File: config.mk
export PLATFORM = sky130hd
export DESIGN_NAME = reset_sequencer
export DESIGN_NICKNAME = d
export VERILOG_FILES = /design/src/rtl/reset_sequencer.sv
export SDC_FILE = /design/constraint.sdc
export NUM_CORES = 1
export LEC_CHECK = 0
export ABC_AREA = 1
export CAP_MARGIN = 20
export CORE_MARGIN = 8
export CORE_UTILIZATION = 55
export DETAILED_ROUTE_END_ITERATION = 10
export PLACE_DENSITY = 0.76
export SYNTH_ARGS = -nofsm -noshare
export SYNTH_HDL_FRONTEND = slang
export SYNTH_SLANG_ARGS = --single-unit
File: constraint.sdc
create_clock -name clk -period 2.39 [get_ports clk]
set_input_delay 0.3585 -clock clk [delete_from_list [all_inputs] [get_ports clk]]
set_output_delay 0.3585 -clock clk [all_outputs]
set_load 0.05 [all_outputs]
File: src/rtl/reset_sequencer.sv
// Staged reset release controller: waits for PLL lock, then releases stage_rst_n[0..NUM_STAGES-1]
// one at a time, DELAY_CYCLES apart. Lock-to-done latency is 2 + NUM_STAGES*DELAY_CYCLES edges; abort is 1 edge.
// No backpressure: soft_rst_req (and, with RESET_SEQ_LOCK_MONITOR_EN defined, loss of lock) re-arms the sequence.
//
// Optional feature macro: RESET_SEQ_LOCK_MONITOR_EN
//   defined   : lock loss while counting or done aborts exactly like soft_rst_req
//   undefined : lock is only looked at while waiting for the initial lock

module reset_sequencer #(
    parameter int NUM_STAGES   = 4,
    parameter int DELAY_CYCLES = 1024
) (
    input  logic                  clk,
    input  logic                  rst,
    input  logic                  pll_locked,
    input  logic                  soft_rst_req,
    output logic [NUM_STAGES-1:0] stage_rst_n,
    output logic                  done
);

    // Counter and stage index are never narrower than one bit so the
    // degenerate configurations (one stage, one-cycle delay) stay legal.
    localparam int CNT_W = (DELAY_CYCLES > 1) ? $clog2(DELAY_CYCLES) : 1;
    localparam int K_W   = (NUM_STAGES > 1)   ? $clog2(NUM_STAGES)   : 1;

    localparam logic [CNT_W-1:0]      CNT_LAST  = CNT_W'(DELAY_CYCLES - 1);
    localparam logic [K_W-1:0]        K_LAST    = K_W'(NUM_STAGES - 1);
    localparam logic [CNT_W-1:0]      CNT_ONE   = CNT_W'(1);
    localparam logic [K_W-1:0]        K_ONE     = K_W'(1);
    localparam logic [NUM_STAGES-1:0] STAGE_LSB = NUM_STAGES'(1);

    localparam logic [1:0] ST_WAIT_LOCK = 2'd0;
    localparam logic [1:0] ST_COUNT     = 2'd1;
    localparam logic [1:0] ST_DONE      = 2'd2;

    // Registered state
    logic [1:0]            state;
    logic [CNT_W-1:0]      cnt;
    logic [K_W-1:0]        k;
    logic                  lock_meta;
    logic                  lock_s;

    // Next-state values
    logic [1:0]            state_d;
    logic [CNT_W-1:0]      cnt_d;
    logic [K_W-1:0]        k_d;
    logic [NUM_STAGES-1:0] stage_rst_n_d;
    logic                  done_d;

    // Decoded conditions
    logic                  in_seq;
    logic                  abort_req;
    logic                  abort;
    logic                  term_cnt;
    logic                  last_stage;

    // Two-flop synchronizer bringing the asynchronous PLL lock into clk.
    always_ff @(posedge clk or posedge rst) begin
        if (rst) begin
            lock_meta <= 1'b0;
            lock_s    <= 1'b0;
        end else begin
            lock_meta <= pll_locked;
            lock_s    <= lock_meta;
        end
    end

    // Abort / terminal-count decode shared by the next-state logic.
    always_comb begin
        in_seq    = (state == ST_COUNT) || (state == ST_DONE);
`ifdef RESET_SEQ_LOCK_MONITOR_EN
        // A simultaneous soft request and lock loss still yields a single abort.
        abort_req = soft_rst_req || !lock_s;
`else
        abort_req = soft_rst_req;
`endif
        abort      = in_seq && abort_req;
        term_cnt   = (state == ST_COUNT) && (cnt == CNT_LAST);
        last_stage = (k == K_LAST);
    end

    // Next-state logic: abort has priority over any release on the same edge.
    always_comb begin
        state_d       = state;
        cnt_d         = cnt;
        k_d           = k;
        stage_rst_n_d = stage_rst_n;
        done_d        = done;

        if (abort) begin
            state_d       = ST_WAIT_LOCK;
            cnt_d         = '0;
            k_d           = '0;
            stage_rst_n_d = '0;
            done_d        = 1'b0;
        end else begin
            case (state)
                ST_WAIT_LOCK: begin
                    stage_rst_n_d = '0;
                    done_d        = 1'b0;
                    cnt_d         = '0;
                    k_d           = '0;
                    if (!soft_rst_req && lock_s) begin
                        state_d = ST_COUNT;
                    end
                end

                ST_COUNT: begin
                    if (term_cnt) begin
                        // Released bits are always a contiguous run from bit 0,
                        // so releasing bit k is the same as shifting in a one.
                        stage_rst_n_d = (stage_rst_n << 1) | STAGE_LSB;
                        cnt_d         = '0;
                        k_d           = k + K_ONE;
                        if (last_stage) begin
                            done_d  = 1'b1;
                            state_d = ST_DONE;
                        end
                    end else begin
                        cnt_d = cnt + CNT_ONE;
                    end
                end

                ST_DONE: begin
                    // Everything held released; counter parked.
                    cnt_d = cnt;
                end

                default: begin
                    // Unreachable encoding: fall back to a full re-sequence.
                    state_d       = ST_WAIT_LOCK;
                    cnt_d         = '0;
                    k_d           = '0;
                    stage_rst_n_d = '0;
                    done_d        = 1'b0;
                end
            endcase
        end
    end

    // Sequencer registers, including the registered outputs.
    always_ff @(posedge clk or posedge rst) begin
        if (rst) begin
            state       <= ST_WAIT_LOCK;
            cnt         <= '0;
            k           <= '0;
            stage_rst_n <= '0;
            done        <= 1'b0;
        end else begin
            state       <= state_d;
            cnt         <= cnt_d;
            k           <= k_d;
            stage_rst_n <= stage_rst_n_d;
            done        <= done_d;
        end
    end

endmodule

# After elaboration in Yosys (flattened, before gate mapping)
# Index checks and enable logic that the tools add are counted.
# word_totals
word_cells,44
register_bits,21
input_bits,4
out_inout_bits,5
# classes
reduce_logical,9
addsub,2
muxes,18
n_eq_ne,8
# op_table
op,count
$mux W10,2
$pmux W10 S2,1
$mux W2,6
$add A10 B1 Y10 const B,1
$eq A10 B10 Y1 const B,1
$ne A3 B3 Y1 const B,3
$mux W4,2
$pmux W4 S2,1
$pmux W2 S3,1
$eq A2 B2 Y1 const B,2
$pmux W2 S2,1
$reduce_and A4 Y1,1
$logic_and A1 B1 Y1,3
$mux W1,3
$reduce_and A3 Y1,1
$add A2 B1 Y2 const B,1
$eq A2 B1 Y1 const B,1
$logic_not A2 Y1,1
$ne A2 B2 Y1 const B,1
$pmux W1 S2,1
$reduce_and A2 Y1,1
$logic_not A1 Y1,1
$logic_or A1 B1 Y1,1

# Depth between registers and ports, before layout
# Gate-level depths: netlist of run 1.
# depth
depth_word,5
mapped_depth,10
mapped_depth_nobuf,10

# Least setup slack after synthesis of run 1
# OpenSTA, ideal clock, no wires.
# synth_path
path_type,flip-flop to flip-flop
from,reg state[0]
to,reg cnt[8]
arrival_ns,1.458
path_slack_ns,0.812
t_required_ns,2.270
synth_period_minus_slack_ns,1.578
path_stages_with_launch,10
cell_sequence,dfrtp_1 > inv_1 > ha_1 > nand2_2 > nand2_4 > buf_6 > inv_1 > nor2_1 > o21ai_0 > inv_1
# synth_between
elab_chain_cells,5
# synth_lines
item,line_no,text
from (decl),37,logic [1:0] state;
from (signal assigned),150,state <= state_d;
$eq A2 B1 Y1,"70, 78, 97",
$logic_and A1 B1 Y1,78,term_cnt = (state == ST_COUNT) && (cnt == CNT_LAST);
$mux W10,109,if (term_cnt) begin
$pmux W10 S2,97,case (state)
$mux W10,90,if (abort) begin
to (signal assigned),151,cnt <= cnt_d;
to (decl),38,logic [CNT_W-1:0] cnt;
# Parallel ways exist; a longest one is shown, timed or not.
# A chain may end at the register's enable or synchronous reset.

# Worst setup path after layout of run 1
# layout_path
from,reg stage_rst_n[0]
to,out stage_rst_n[0]
# layout_rtl
item,line_no,text
from (decl),17,"output logic [NUM_STAGES-1:0] stage_rst_n,"
from (signal assigned),153,stage_rst_n <= stage_rst_n_d;
# No word-level cell between the ends.

==> summary.md, run 1 <==
The first TritonRoute pass finished after 4 iterations. The run finished with clean final reports. The source of the worst register-to-register timing path was state[0]$_DFFE_PP0P_. For the setup total negative slack, the log shows 0 ps. The kind of cell with the highest combined delay along the critical path is buffers and inverters.

The placement row count is 17, and the maximum vdd ir drop is 0.7648 mV. The die span in y works out to 62.56 um. In this run the worst setup path begins at stage_rst_n[0]$_DFFE_PP0P_. The layout has 199 filler cells. The required time of the critical path is 2030 ps, and the overall track demand over capacity in global routing is 10.97%.

The final critical path takes up 79.57% of the cycle. Traced cell by cell, the critical path runs through clkdlybuf4s50_1. The via count of the first global-routing pass is 865. The number of gates resized after cts was 0; the maximum fanout count along the critical path was 3. After detailed routing, the number of remaining DRC violations is 0. The maximum level of the CTS H-tree was 1. The critical path is of the register to output port type. The via count normalized by instance count came out at 5.109.

Timing would allow up to 0.5258 GHz. The tools report the type of origin of the critical path as a register. The tools report the area of all placed cells without fillers as 1311 um^2.

For this run, the leading register cell type out of synthesis is dfrtp_1. The tools report the half-perimeter wire length of the detailed placement result as 1607 um. The die is 62.56 um wide.

At the pin with the least slew margin, the transition time is 757.7 ps. The tools report the initial core utilization as 56.06%. The tools report the utilization of the core after routing as 61.65%. For this design the static power due to leakage is 0.6207 nW. The run gives 0.8360 as the final weighted congestion in routability-driven placement.

In this run the worst hold path is classified as register to register. The tools report the library cell used as clock root buffer as clkbuf_4. The worst hold margin is 365.4 ps, and the count of maximum capacitance violations is 0. The async set or reset register ratio after synthesis works out to 100.0%.

The area growth from synthesis to layout is 9.969%. The count of final hold-check violations is 0. The power density relative to cell area came out at 1069 nW/um^2. Setup repair after global routing left no endpoint under its margin. Post-detailed-route wirelength per cell: 11.69 um.

The setup slack after placement was 519.5 ps. 9 I/O pins were placed. The fraction of final layout cells sized beyond drive strength 1 came out at 19.05%. The sequential cells in the finished layout cover a total of 525.5 um^2. The mean instance size in the synthesized netlist works out to 8.704 um^2.

Synthesis produced a netlist whose cell count is 137. During synthesis, Yosys emitted a total of 0 warnings. The initial antenna violation count is 0, and the deepest clock path buffer count is 2.

The number of antenna diodes in the final layout is 0. The final-report max-slew violation count is 0. The largest individual stage delay along the critical path comes from the cell clkdlybuf4s50_1.

The tools report the net count of the mapped netlist as 146. Clock-pin slew was measured on the worst setup and hold paths at 120 ps. The synthesized flop and latch total was 21.

Clock latency on the worst-skew pair, taken at its later pin, is 310 ps. For the count of clock tree sinks, the log shows 21. The synthesized netlist occupies a cell area of 1192 um^2. STA classifies the critical path endpoint as an output port. Setup violations remaining at the end of the flow were counted as 0. In this run, CTS created clock tree buffers numbering 3.

On the worst path, the slowest cell contributes a delay of 820 ps. The logs give 0 for the overflow left after global routing and 3560 um for the global-route wire length before repair. The synthesized design contains 0 enable-type register cells.

The share of the Yosys chip area taken by registers is 44.07%. The number of DRC violations after detailed-routing iteration 0 was 31; the count of port buffers added during placement was 8. In this run, distinct cell masters in the synthesized netlist total 24.

The detail route stage leaves a number of antenna-violating nets equal to 0. The worst-case setup margin in the final layout was 488.2 ps; the count of buffer and inverter cells on the critical path was 1. Post-detailed-placement cell area: 1285 um^2. For this run, the post-layout net count is 157. The die covers 3914 um^2. TritonCTS built the clock tree. Summing all multi-input logic gate instances after layout gives 580.6 um^2. The number of setup buffers added after CTS is 0. In this run the tightest slew margin relative to its limit is 49.43%.

The floorplan step defined a core boundary enclosing 2127 um^2. The logs give 11.70 ps for the largest clock skew in the final design and 1540 ps for the arrival time at the worst endpoint. Wires add up to 2045 um. Entering global routing, the biggest net connects 22 pins. The final route contains 894 vias.

In this run the most critical hold path is launched from lock_meta$_DFF_PP0_. Buffers inserted to repair hold after CTS numbered 0. The routed design could run at a clock period as short as 1902 ps.
## cell usage after synthesis (2+ instances only)
| cell type | instances | area share (%) |
|---|---|---|
| a21oi_2 | 2 | 1.5 |
| buf_6 | 2 | 1.9 |
| dfrtp_1 | 21 | 44 |
| ha_1 | 5 | 5.2 |
| inv_1 | 16 | 5.0 |
| nand2_1 | 36 | 11 |
| nand2_2 | 5 | 2.6 |
| nand2_4 | 3 | 2.8 |
| nand3_1 | 6 | 2.5 |
| nand4_1 | 4 | 2.1 |
| nor2_1 | 13 | 4.1 |
| nor2_2 | 3 | 1.6 |
| o21ai_0 | 6 | 2.5 |
| o21ai_2 | 5 | 3.7 |
## layer usage
layer,global-route usage (%),up-vias,part of all wire [%]
met5,0,-,0
met4,5.128,0,1.6
met3,2.688,5,1.8
met2,18.50,10,48
met1,12.73,432,48
li1,-,447,-
## worst paths after layout
| check | to | slack (ps) | cells after the start |
|---|---|---|---|
| hold reg to reg | lock_s$_DFF_PP0_ | 370 | 0 |
| hold / removal | lock_s$_DFF_PP0_ | 370 | 0 |
| setup / recovery | stage_rst_n[0] | 490 | 1 |
| max in group asynchronous | done$_DFFE_PP0P_ | 1440 | 2 |
| min in group asynchronous | stage_rst_n[3]$_DFFE_PP0P_ | 470 | 2 |
| setup reg to reg | cnt[9]$_DFFE_PP0P_ | 680 | 10 |
## power breakdown
part           switching [mW]  internal (mW)  total (mW)
sequential             0.0518          0.426       0.478
clock                   0.108         0.0651       0.173
combinational           0.511          0.239       0.751
## per-stage QoR
| stage | power [mW] | cells |
|---|---|---|
| 2_1_floorplan | 1.131 | 137 |
| 3_3_place_gp | 1.214 | 171 |
| 3_5_place_dp | 1.245 | 171 |
| 4_1_cts | 1.413 | 175 |
| 5_1_grt | 1.514 | 175 |
| 6_report | 1.402 | 175 |
## area by class of cell
cell class / count / area share [%]
Clock buffer: 4 / 2.004
Tap cell: 28 / 2.672
Inverter: 17 / 4.866
Timing Repair Buffer: 8 / 6.107
Multi-Input combinational cell: 97 / 44.27
Sequential cell: 21 / 40.08
## registers in the layout, summed over array words and instances, names as in the netlist
register,cells
stage_rst_n,4
done,1
lock_meta,1
cnt,10
state,2
k,2
lock_s,1
## cell families after synthesis
| logic type | synth area share [%] |
|---|---|
| AO/OA/AOI/OAI | 7.660 |
| XOR/XNOR | 1.469 |
| buffers and inverters | 7.240 |
| AND/OR/NAND/NOR | 34.31 |
| flip-flops | 44.07 |
| adder cells (fa/ha/maj) | 5.247 |
## cells in the final DEF (no fill, tap or decap)
| cell | n |
|---|---|
| inv_1 | 16 |
| clkdlybuf4s50_1 | 8 |
| nand3_1 | 6 |
| nand2_4 | 3 |
| nand2_1 | 36 |
| clkbuf_1 | 1 |
| xor2_1 | 1 |
| nor2_1 | 13 |
| o21ai_0 | 6 |
| nand4_1 | 4 |
| clkbuf_4 | 3 |
| nand3_2 | 1 |
| dfrtp_1 | 21 |
| o21ai_2 | 5 |
| nor2_8 | 1 |
| or2_1 | 1 |
| a21oi_2 | 2 |
| inv_2 | 1 |
| xnor2_1 | 1 |
| nand3_4 | 1 |
| nor2_4 | 1 |
| nand3b_2 | 1 |
| nor3_2 | 1 |
| ha_1 | 5 |
| nand2_2 | 5 |
| nor2_2 | 3 |
No activity file was read; power rests on OpenSTA's default activity.
==> run 2: changes to the inputs <==
==> constraint.sdc (replaced) <==
create_clock -name clk -period 1.8 [get_ports clk]
set_input_delay 0.27 -clock clk [delete_from_list [all_inputs] [get_ports clk]]
set_output_delay 0.27 -clock clk [all_outputs]
set_load 0.05 [all_outputs]
==> summary.md, run 2 (same netlist as run 1, synthesis figures left out) <==
The flow ran to the end, and the final reports show no timing, DRC or antenna violations. OpenSTA, run right after detailed placement, puts the worst setup slack at 76.13 ps. The via count normalized by instance count was 4.898; the fraction of final layout cells sized beyond drive strength 1 was 23.49%.

For this design the ratio of total power to cell area is 1426 nW/um^2. After floorplanning, the core was divided into 17 placement rows. Once detailed placement completed, the half-perimeter wirelength came to 1564 um. The DRC violation count after routing was 0. The flip-flop count of the largest register, all copies and words added works out to 10. The slew of the pin with the lowest slew margin came out at 495.2 ps. The area of all placed cells without fillers was 1319 um^2; the die span in y was 62.56 um.

Of all nets on the critical path, the largest fanout is 2. The count of buffer and inverter cells on the critical path came out at 1. The critical path in this run is classified as register to output port. The signal on the critical path passes through clkdlybuf4s50_1.

Input and output buffers added on the ports amount to 8. The count of cells along the worst register-to-register path came out at 8. TritonCTS built the clock tree. Across all register-to-register paths, the minimum setup slack is 150 ps. The type of origin of the critical path is a register. The maximum level of the CTS H-tree is 1. STA classifies the critical path endpoint as an output port.

Global routing used 11.49% of the available tracks. The logs give 2127 um^2 for the floorplan core area and 0.8844 for the final weighted congestion in routability-driven placement. For the overflow left after global routing, the log shows 0. The register name with the most flops was cnt.

Clock-pin slew was measured on the worst setup and hold paths at 110 ps. The placed instances occupy a cell area of 1290 um^2. For the number of filler cells placed in the layout, the log shows 184. The run gives 3914 um^2 as the area of the die. In the final routed layout, each cell accounts on average for 11.48 um. The worst path in the final design needs a cycle of 1747 ps, including I/O delays and setup.

The tools report the sum of routed wire length over all layers as 2032 um. The count of maximum capacitance violations came out at 0. The final route contains 867 vias. The library cell used most frequently in the layout, excluding fill and tap cells, is nand2_1. In the layout the commonest cells are nand2_1, dfrtp_1, inv_1. In the final layout, the multi-input gates occupy 583.1 um^2. Arrival time at the worst endpoint: 1480 ps. Setup repair after global routing left no endpoint under its margin. The top-level I/O count is 9, and the latest clock arrival within the worst-skew pair is 310 ps.

The cell at the slowest stage of the critical path was clkdlybuf4s50_1. In the finished design, the share of the clock period the worst path needs comes to 97.03%. For the number of DRC violations after detailed-routing iteration 0, the log shows 14. The tightest min-delay check is of the primary input to async pin type. On the final layout, the worst hold slack is 265.5 ps.

The run gives 882 as the via count of the first global-routing pass. In the final layout, the registers with the most flip-flops are cnt: 10 flops, stage_rst_n: 4 flops. The first detailed-routing pass ran for 4 iterations. The initial antenna violation count is 0, and the horizontal extent of the die is 62.56 um. Based on the critical path, the design can be clocked at up to 0.5725 GHz. The tools report the count of final hold-check violations as 0.

0 antenna diodes ended up in the layout. The logs give 56.06% for the initial core utilization and 0 for the final count of negative-setup-slack endpoints. The run gives 1530 ps as the required time of the critical path. The terminus of the critical flop-to-flop path is cnt[8]$_DFFE_PP0P_. Worst-case setup margin in the final layout: 53.38 ps. The tools report the total CTS buffers as 3.

The final layout contains 159 nets. The largest clock skew in the final design came out at 4.650 ps. The tools report the library cell used as clock root buffer as clkbuf_4.

The post-CTS setup buffer count was 0. The deepest clock path buffer count was 2. The count of clock tree sinks was 21. The source of the worst register-to-register timing path was state[0]$_DFFE_PP0P_.

The global-route wire length before repair is 3705 um. In this run the static leakage power is 0.6385 nW. In this run the tightest slew margin relative to its limit is 66.88%. The count of nets left with antenna violations once routing finished came out at 0. The tools report the final-report max-slew violation count as 0. Critical path's top delay family: buffers and inverters. The maximum vdd ir drop is 1.142 mV, and the setup total negative slack is 0 ps. Entering global routing, the biggest net connects 22 pins. In the final layout, flip-flops and latches occupy 525.5 um^2. The largest single stage delay on the critical path is 800 ps.

Growth of design area from synthesis to finish: 10.60%.
run 2: cell types whose count changed in the layout (fill, tap and decap cells not counted), sizes merged:
cell / change
buf: +6
clkdlybuf4s50: -4
run 2: power breakdown:
part / switching, mW / internal [mW] / total, mW
registers: 0.0677 / 0.566 / 0.634
logic: 0.685 / 0.331 / 1.02
clock network: 0.145 / 0.0868 / 0.232
run 2: cell type report:
class	count	area share (%)
Clock buffer	4	1.992
Timing Repair Buffer	10	6.452
Sequential cell	21	39.85
Multi-Input combinational cell	97	44.21
Inverter	17	4.839
Tap cell	28	2.657
run 2: worst max-delay path by stage:
stage	startpoint	to	slack (ps)	cells past startpoint
2_1_floorplan	state[0]$_DFFE_PP0P_	cnt[8]$_DFFE_PP0P_	220	9
3_3_place_gp	soft_rst_req	cnt[9]$_DFFE_PP0P_	130	9
3_5_place_dp	soft_rst_req	cnt[9]$_DFFE_PP0P_	80	9
4_1_cts	done$_DFFE_PP0P_	done	40	1
5_1_grt	state[1]$_DFFE_PP0P_	cnt[9]$_DFFE_PP0P_	6	10
6_report	done$_DFFE_PP0P_	done	50	1
run 2: stage by stage:
stage | util (%) | power, mW | std cells
6_report | 62.00 | 1.881 | 177
5_1_grt | 62.00 | 2.039 | 177
4_1_cts | 61.88 | 1.899 | 177
3_5_place_dp | 60.65 | 1.670 | 173
3_3_place_gp | 60.65 | 1.637 | 173
2_1_floorplan | - | 1.501 | 137
run 2: what timing repair did:
action / CTS / global route
setup endpoints to repair: 0 / 1
gates resized for setup: 0 / 1
hold buffers: 0 / 0
run 2: metal layers:
metal  vias up  track usage, %  wire, um
met2        10           18.63       964
li1        455               -         -
met3         5           2.330        52
met5         -               0         0
met4         0           5.983        40
met1       397           14.01       973
==> run 3: changes to the inputs <==
--- a/config.mk
+++ b/config.mk
@@ -9,6 +9,7 @@
 export CAP_MARGIN = 20
 export CORE_MARGIN = 8
 export CORE_UTILIZATION = 55
+export CTS_CLUSTER_SIZE = 14
 export DETAILED_ROUTE_END_ITERATION = 10
 export PLACE_DENSITY = 0.76
 export SYNTH_ARGS = -nofsm -noshare
==> results of run 3 <==
The final DEF is identical to that of run 2; final timing and power are the same.
